**src/rtl/mux4_arb_pkg.sv**
```systemverilog
// Shared definitions for four-way round-robin arbiters: state encoding, index width,
// and conversions between leg index, one-hot grant and the {s0,s1} select pair.
package mux4_arb_pkg;

  localparam int IDX_W = 2;

  typedef enum logic {
    IDLE  = 1'b0,
    GRANT = 1'b1
  } state_e;

  function automatic logic [3:0] idx_to_onehot(input logic [IDX_W-1:0] idx);
    return 4'b0001 << idx;
  endfunction

  function automatic logic [IDX_W-1:0] onehot_to_idx(input logic [3:0] oh);
    return {oh[3] | oh[2], oh[3] | oh[1]};
  endfunction

  // {s0,s1} is simply the leg index with s0 as the MSB.
  function automatic logic [1:0] idx_to_sel(input logic [IDX_W-1:0] idx);
    return idx;
  endfunction

  function automatic logic [IDX_W-1:0] sel_to_idx(input logic [1:0] sel);
    return sel;
  endfunction

endpackage

```
**src/rtl/rr_pick4.sv**
```systemverilog
// Purpose: combinational four-way round-robin picker, first set request at or above ptr.
// Latency: zero cycles (pure combinational).
// Backpressure: none; found is low when no request is set.
module rr_pick4
  import mux4_arb_pkg::*;
(
  input  logic [3:0]       req,
  input  logic [IDX_W-1:0] ptr,
  output logic             found,
  output logic [IDX_W-1:0] idx
);

  logic [3:0]       rot;
  logic [IDX_W-1:0] off;

  // Rotating the doubled vector puts the ptr requester at bit 0.
  always_comb begin
    rot   = 4'({req, req} >> ptr);
    found = |req;
    if (rot[0])      off = 2'd0;
    else if (rot[1]) off = 2'd1;
    else if (rot[2]) off = 2'd2;
    else             off = 2'd3;
    idx = ptr + off;
  end

endmodule

```
**src/rtl/mux4_rr_arbiter.sv**
```systemverilog
// Purpose: round-robin owner of a 4:1 mux; drives select lines and y with valid/ready.
// Latency: grant one cycle after req in IDLE; one IDLE bubble between grants.
// Backpressure: dst_ready low stalls without limit; MUX4_ARB_HOLD_LIMIT_EN caps transfers per grant.
module mux4_rr_arbiter
  import mux4_arb_pkg::*;
#(
  parameter int DATA_W   = 8,
  parameter int MAX_HOLD = 4
) (
  input  logic              clk,
  input  logic              rst_n,
  input  logic [3:0]        req,
  input  logic [DATA_W-1:0] a,
  input  logic [DATA_W-1:0] b,
  input  logic [DATA_W-1:0] c,
  input  logic [DATA_W-1:0] d,
  input  logic              dst_ready,
  output logic [3:0]        grant,
  output logic              s0,
  output logic              s1,
  output logic [DATA_W-1:0] y,
  output logic              y_valid,
  output logic              busy
);

  state_e           state_q, state_d;
  logic [3:0]       grant_q, grant_d;
  logic [1:0]       sel_q, sel_d;
  logic [IDX_W-1:0] owner_q, owner_d;
  logic [IDX_W-1:0] ptr_q, ptr_d;
  logic             pick_found;
  logic [IDX_W-1:0] pick_idx;
  logic             in_grant;
  logic             owner_req;
  logic             limit_hit;
  logic             release_now;
  logic [DATA_W-1:0] leg;

  rr_pick4 u_pick (
    .req   (req),
    .ptr   (ptr_q),
    .found (pick_found),
    .idx   (pick_idx)
  );

  assign in_grant    = (state_q == GRANT);
  assign owner_req   = req[owner_q];
  assign y_valid     = in_grant && owner_req;
  assign busy        = in_grant;
  assign grant       = grant_q;
  assign s0          = sel_q[1];
  assign s1          = sel_q[0];
  assign release_now = in_grant && (!owner_req || limit_hit);

`ifdef MUX4_ARB_HOLD_LIMIT_EN
  logic [7:0] hold_cnt_q;
  logic       xfer;

  assign xfer      = y_valid && dst_ready;
  assign limit_hit = xfer && (hold_cnt_q == 8'(MAX_HOLD - 1));

  always_ff @(posedge clk or negedge rst_n) begin
    if (!rst_n)           hold_cnt_q <= '0;
    else if (release_now) hold_cnt_q <= '0;
    else if (xfer)        hold_cnt_q <= hold_cnt_q + 8'd1;
  end
`else
  logic cfg_unused;

  assign limit_hit  = 1'b0;
  assign cfg_unused = dst_ready & (MAX_HOLD > 0);
`endif

  always_comb begin
    state_d = state_q;
    grant_d = grant_q;
    sel_d   = sel_q;
    owner_d = owner_q;
    ptr_d   = ptr_q;
    case (state_q)
      IDLE: begin
        grant_d = 4'b0000;
        if (pick_found) begin
          state_d = GRANT;
          grant_d = idx_to_onehot(pick_idx);
          sel_d   = idx_to_sel(pick_idx);
          owner_d = pick_idx;
        end
      end
      GRANT: begin
        // The released owner moves to the back of the rotation.
        if (release_now) begin
          state_d = IDLE;
          grant_d = 4'b0000;
          ptr_d   = owner_q + 2'd1;
        end
      end
      default: state_d = IDLE;
    endcase
  end

  always_ff @(posedge clk or negedge rst_n) begin
    if (!rst_n) begin
      state_q <= IDLE;
      grant_q <= 4'b0000;
      sel_q   <= 2'b00;
      owner_q <= '0;
      ptr_q   <= '0;
    end else begin
      state_q <= state_d;
      grant_q <= grant_d;
      sel_q   <= sel_d;
      owner_q <= owner_d;
      ptr_q   <= ptr_d;
    end
  end

  always_comb begin
    case (sel_to_idx(sel_q))
      2'd0:    leg = a;
      2'd1:    leg = b;
      2'd2:    leg = c;
      default: leg = d;
    endcase
    y = y_valid ? leg : '0;
  end

endmodule

```
**config.mk**
```make
export PLATFORM = sky130hd
export DESIGN_NAME = mux4_rr_arbiter
export DESIGN_NICKNAME = d
export VERILOG_FILES = /design/src/rtl/mux4_arb_pkg.sv /design/src/rtl/rr_pick4.sv /design/src/rtl/mux4_rr_arbiter.sv
export SDC_FILE = /design/constraint.sdc
export NUM_CORES = 1
export LEC_CHECK = 0
export BUFFER_PORTS_ARGS = -buffer_cell sky130_fd_sc_hd__buf_2
export CAP_MARGIN = 25
export CORE_MARGIN = 2
export CORE_UTILIZATION = 35
export CTS_BUF_LIST = sky130_fd_sc_hd__clkbuf_16
export DETAILED_ROUTE_END_ITERATION = 7
export HOLD_SLACK_MARGIN = 0.15
export PLACE_DENSITY_LB_ADDON = 0.3
export SETUP_SLACK_MARGIN = 0.2
export SLEW_MARGIN = 20
export SYNTH_ARGS = -nofsm -noshare
export SYNTH_HDL_FRONTEND = slang
export SYNTH_SLANG_ARGS = --single-unit
```
**constraint.sdc**
```tcl
create_clock -name clk -period 4 [get_ports clk]
set_clock_uncertainty 0.2 [all_clocks]
set_input_delay 0.2 -clock clk [delete_from_list [all_inputs] [get_ports clk]]
set_output_delay 0.2 -clock clk [all_outputs]
set_load 0.01 [all_outputs]
```
# ---- After elaboration in Yosys (flattened, before gate mapping)
# Cells that the tools add are included.
dict set report classes {
  n_addsub 2
  n_mul 0
  div_mod_pow 0
  n_lt_le_gt_ge 1
  n_eq_ne 3
  shifts 2
  muxes 13
  bitwise 1
  reduce_logical 7
}
# operator count
set op_table {}
lappend op_table {{$pmux W8 S3} 1}
lappend op_table {{$mux W4} 2}
lappend op_table {{$mux W8} 1}
lappend op_table {{$pmux W4 S2} 1}
lappend op_table {{$shr A8 B2 Y3} 1}
lappend op_table {{$mux W1} 4}
lappend op_table {{$mux W2} 2}
lappend op_table {{$reduce_and A2 Y1} 2}
lappend op_table {{$reduce_or A4 Y1} 1}
lappend op_table {{$shl A1 B2 Y4 const A} 1}
lappend op_table {{$lt A2 B3 Y1 const B} 1}
lappend op_table {{$add A2 B1 Y2 const B} 1}
lappend op_table {{$add A2 B2 Y2} 1}
lappend op_table {{$bmux W1 S2} 1}
lappend op_table {{$eq A2 B1 Y1 const B} 1}
lappend op_table {{$eq A2 B2 Y1 const B} 1}
lappend op_table {{$logic_and A1 B1 Y1} 2}
lappend op_table {{$logic_not A2 Y1} 1}
lappend op_table {{$ne A2 B1 Y1 const B} 1}
lappend op_table {{$pmux W1 S2} 1}
lappend op_table {{$logic_not A1 Y1} 1}
lappend op_table {{$not A1 Y1} 1}
dict set report totals {
  reg_bits 9
  latch_bits 0
  ram_bits 0
  romBits 0
  input_bits 39
  elab_cells 33
  memories 0
}

# ---- Longest topological paths before layout
dict set report depth {
  depth_word 8
  mapped_depth 10
  ltp_nobuf 9
}

# ---- Modules after synthesis
# Synthesis repeated with hierarchy kept, for this count alone.
dict set report hier_totals {
  hier_cells 108
  hier_area_um2 897.1
}
# mod instances cells_per_inst area_per_inst_um2 seq_area_each_um2
set modules_own_cells {}
lappend modules_own_cells {mux4_rr_arbiter 1 85 724.4 225.2}
lappend modules_own_cells {rr_pick4 1 23 172.7 0.0}

# ---- Least setup slack after synthesis
# No wires, ideal clock.
dict set report synth_path {
  kind {register to register}
  start {register ptr_q[1]}
  end {register owner_q[1]}
  setup_time_ns 0.065
  arrival_time_ns 1.778
  setup_slack_ns 1.956
  path_stages_with_launch 11
  path_buffers 1
  period_less_slack_ns 2.044
  cell_sequence {dfrtp_1 > buf_2 > nand2b_1 > a21oi_1 > nor3_1 > a21oi_1 > ha_1 > nor4bb_1 > a2bb2oi_2 > o311ai_4 > mux2_2}
}
dict set report synth_between {
  elab_chain_len 5
}
# item line
set synth_rtl {}
lappend synth_rtl {{start: declaration} mux4_rr_arbiter.sv:30} ;# logic [IDX_W-1:0] ptr_q, ptr_d;
lappend synth_rtl {{start signal: assignment} mux4_rr_arbiter.sv:114} ;# ptr_q <= ptr_d;
lappend synth_rtl {{$shr A8 B2 Y3} rr_pick4.sv:18} ;# rot = 4'({req, req} >> ptr);
lappend synth_rtl {{$mux W1} rr_pick4.sv:22} ;# else if (rot[2]) off = 2'd2;
lappend synth_rtl {{$mux W2} rr_pick4.sv:21} ;# else if (rot[1]) off = 2'd1;
lappend synth_rtl {{$mux W2} rr_pick4.sv:20} ;# if (rot[0]) off = 2'd0;
lappend synth_rtl {{$add A2 B2 Y2 (*)} rr_pick4.sv:24} ;# idx = ptr + off;
lappend synth_rtl {{end signal: assignment} mux4_rr_arbiter.sv:113} ;# owner_q <= owner_d;
lappend synth_rtl {{end: declaration} mux4_rr_arbiter.sv:29} ;# logic [IDX_W-1:0] owner_q, owner_d;
# Every way passes the cells marked *; elsewhere a longest branch is shown, timed or not.
# A chain may end at the register's enable or synchronous reset.

# ---- Worst setup path in the final report
dict set report layout_path {
  start {register owner_q[0]}
  end {output port y[5]}
}
dict set report layout_between {
  elab_chain_len 4
  elab_cells_between_ends 8
  cone_classes {eq/ne (2); mux (4); reduce/logical (2)}
}
# item line
set layout_rtl {}
lappend layout_rtl {{$bmux W1 S2} mux4_rr_arbiter.sv:47} ;# assign owner_req = req[owner_q];
lappend layout_rtl {{$mux W1 (implied by the code)} mux4_rr_arbiter.sv:47}
lappend layout_rtl {{$logic_and A1 B1 Y1} mux4_rr_arbiter.sv:48} ;# assign y_valid = in_grant && owner_req;
lappend layout_rtl {{$mux W8 (*)} mux4_rr_arbiter.sv:125} ;# y = y_valid ? leg : '0;
lappend layout_rtl {{end: declaration} mux4_rr_arbiter.sv:21} ;# output logic [DATA_W-1:0] y,
# Every way passes the cells marked *; elsewhere a longest branch is shown, timed or not. The select of a mux whose other input is x is not followed.

==> impl_metrics.py <==
metrics = {
    "cells_and_area": {
        "number_of_fill_cells_in_the_layout": 219,
        "finish.net_count": 196,
        "share_of_cells_above_drive_strength_1": 0.424,
        "n_diodes": 0,
        "post-route-cell-area_um2": 1180,
        "area.growth.synth_to_final_pct": 46.4,
        "seqCellArea_um2": 225,
        "multi_input_comb_area_um2": 543,
    },
    "clock_tree": {
        "clock_path_buffers": 2,
        "clkTransAtPathRegs_ns": 0.04,
        "clockRootBuffer": "clkbuf_16",
        "cts_num_sinks": 9,
        "cts_tree": "done",
        "cts_inserted_buffers": 3,
        "cts_post_setup_buffers_inserted": 0,
        "htreeDepth": 1,
        "worst_skew_late_latency_ns": 0.24,
    },
    "placed_design": {
        "gp_routability_congestion": 0.719,
        "placedInstanceArea_um2": 1090,
        "numPortBuffers": 53,
        "dp_hpwl_mm": 1.90,
    },
    "setup_path": {
        "critical_path_required_ns": 3.60,
        "crit_type": "reg2out",
        "crit_chain": "inv_1 > ha_1 > a222oi_1 > nor2_1 > a21oi_1 > nor2_1 > buf_2",
        "cp_slowest_stage_delay_ns": 0.47,
        "timing.critical_path.max_delay_family": "compound AO/OA/AOI/OAI gates",
        "path_buf_inv": 2,
        "path_max_fanout": 8,
        "worst_path_max_delay_cell": "dfrtp_1",
        "crit_path_frequent_cell": "nor2_1",
        "timing.critical_path.to_type": "output pin",
        "critical_path.startpoint_type": "register",
        "arrival_ns": 1.93,
    },
    "logic_synthesis": {
        "synthesis.area_per_instance_um2": 8.26,
        "yosysWarnings": 0,
        "postSynth.asyncResetShare": 1.00,
        "synth_largest_area_cell": "dfrtp_1",
        "yosys.area.top_type_share": 0.278,
        "syn-cell-area_um2": 810,
        "synth_cell_types": 31,
        "syn_inst": 98,
        "synth_enable_flop_cells": 0,
        "synth_top_cells_by_area": "dfrtp_1 (28%), nor2_1 (10%), a222oi_1 (9.9%)",
        "ys_seq_elements": 9,
        "synth-main-ff-cell": "dfrtp_1",
        "synth.yosys.seq_area_share": 0.278,
        "syn-num-nets": 142,
    },
    "global_route": {
        "wire_length_of_the_first_global_routing_pass_mm": 3.84,
        "grt_pass1_vias": 870,
        "globalRoute.totalOverflow": 0,
        "antenna_found_initial": 0,
        "grt.total_usage": 0.193,
        "grt_max_degree": 17,
    },
    "die": {
        "io-pin-count": 55,
        "die_h_um": 52.1,
        "std_cell_rows": 17,
        "core_area_um2": 2190,
        "die_area_um2": 2710,
        "chip_width_um": 52.1,
        "floorplan.initialDensity": 0.370,
    },
    "pwr": {
        "cellPowerDensity_nw_per_um2": 801,
        "cellLeakagePower_nw": 0.621,
        "highest_ir_drop_seen_on_vdd_mv": 0.433,
    },
    "sta": {
        "setup_repair_after_global_routing_missed_its_margin": "no",
        "hold_violations": 0,
        "time_the_final_worst_path_needs_with_i_o_delays_and_setup_ns": 2.33,
        "timing.final.crit_share": 0.582,
        "worst-slew-pin-transition_ns": 0.465,
        "achievable-frequency_mhz": 429,
        "slew_viol_final": 0,
        "timing.max_slew.rel_slack": 0.690,
        "finalSetupTns_ns": 0,
        "finalSetupViolCount": 0,
    },
    "route": {
        "avgViaCountPerCell": 5.46,
        "avgRoutedWirePerCell_um": 13.9,
        "post-route-drc-count": 0,
        "drt-initial-drc-count": 46,
        "detail_route.first_pass.iterations": 4,
        "drtAntennaViolNets": 0,
        "via_count": 977,
        "route.final.wire_length_mm": 2.49,
    },
    "run": {
        "max_cap_viol_count": 0,
    },
    "run_status": {
        "run_status": "finished, final reports clean",
    },
    "worst_hold_path": {
        "worst_hold_path_type": "in2reg",
    },
}
==> registers in the layout (all words and copies together), names as in the netlist <==
| signal | flops |
|---|---|
| ptr_q | 2 |
| busy | 1 |
| owner_q | 2 |
| grant | 4 |
==> routing by layer <==
metal | GRT usage | share of wire
met5 | 0 | 0
met4 | 0.114 | 0.017
met3 | 0.0201 | 0.048
met2 | 0.310 | 0.51
met1 | 0.247 | 0.43
==> worst reg2reg max path: cells and delay by family, from the launching register on <==
family | cells | cell delay [ns]
mux | 1 | 0.22
fa+ha+maj | 1 | 0.23
flops | 1 | 0.47
simple gates | 3 | 0.59
compound gates | 4 | 0.51
==> final cells by class <==
cell class / instances / share of cell area
tap: 28 / 0.0296
inverter: 4 / 0.0148
clock inverter: 1 / 0.00317
clock buffer: 3 / 0.0634
timing repair buffer: 55 / 0.241
multi-input combinational: 79 / 0.458
sequential: 9 / 0.190
==> power by group <==
part	switching, mW	total [mW]	internal (mW)
logic	0.314	0.579	0.265
clock network	0.0479	0.179	0.131
registers	0.0616	0.192	0.130
total	0.423	0.949	0.526
==> synthesized netlist by cell type (2+ instances only) <==
cell type / n
a21oi_1: 13
dfrtp_1: 9
nand2_1: 7
nand2b_1: 3
clkbuf_1: 4
nor2_1: 22
o21ai_0: 2
a222oi_1: 8
inv_1: 3
ha_1: 5
o21ai_1: 2
==> cells by family (layout without fill, tap and decap cells) <==
| family | count (synthesis) | count (layout) | share of synthesized area |
|---|---|---|---|
| mux | 3 | 3 | 0.0603 |
| fa+ha+maj | 5 | 5 | 0.0773 |
| flops | 9 | 9 | 0.278 |
| compound gates | 32 | 32 | 0.308 |
| simple gates | 39 | 39 | 0.226 |
| buf+inv | 10 | 63 | 0.0510 |
==> stage by stage <==
| step | util | cells | power [mW] | hold slack, ns | setup slack, ns |
|---|---|---|---|---|---|
| 6_report | 0.541 | 179 | 0.949 | 0.272 | 1.67 |
| 5_1_grt | 0.541 | 179 | 1.03 | 0.295 | 1.49 |
| 4_1_cts | 0.541 | 179 | 0.950 | 0.259 | 1.66 |
| 3_5_place_dp | 0.496 | 173 | 0.762 | -0.137 | 1.75 |
| 3_3_place_gp | 0.496 | 173 | 0.743 | -0.144 | 1.83 |
| 2_1_floorplan | - | 98 | 0.599 | -0.296 | 1.96 |
==> worst paths after layout <==
check                                start    endpoint  slack [ns]  cells after the start
worst min register to register    grant[1]    grant[1]        0.30                      2
worst min-delay path                req[3]        busy        0.27                      4
max in group asynchronous            rst_n    grant[2]        2.55                      3
min in group asynchronous            rst_n    grant[3]        0.76                      3
worst max register to register    ptr_q[1]  owner_q[1]        1.70                      9
worst max-delay path            owner_q[0]        y[5]        1.67                      7
==> cells in the final DEF, fill, tap and decap left out, drive strengths merged, types with 2 or more instances in the layout <==
cell type	instances
nor2	22
inv	5
a222oi	8
buf	53
a21oi	13
dlygate4sd3	2
mux2	2
o21ai	4
clkbuf	3
nand2b	4
ha	5
dfrtp	9
nand2	8
==> what timing repair did <==
action | CTS | global route
endpoints found under the hold margin | 9 | 0
gates resized for setup | 0 | 0
hold buffers | 2 | 0
Note: power is estimated with default switching activity, not from simulation.
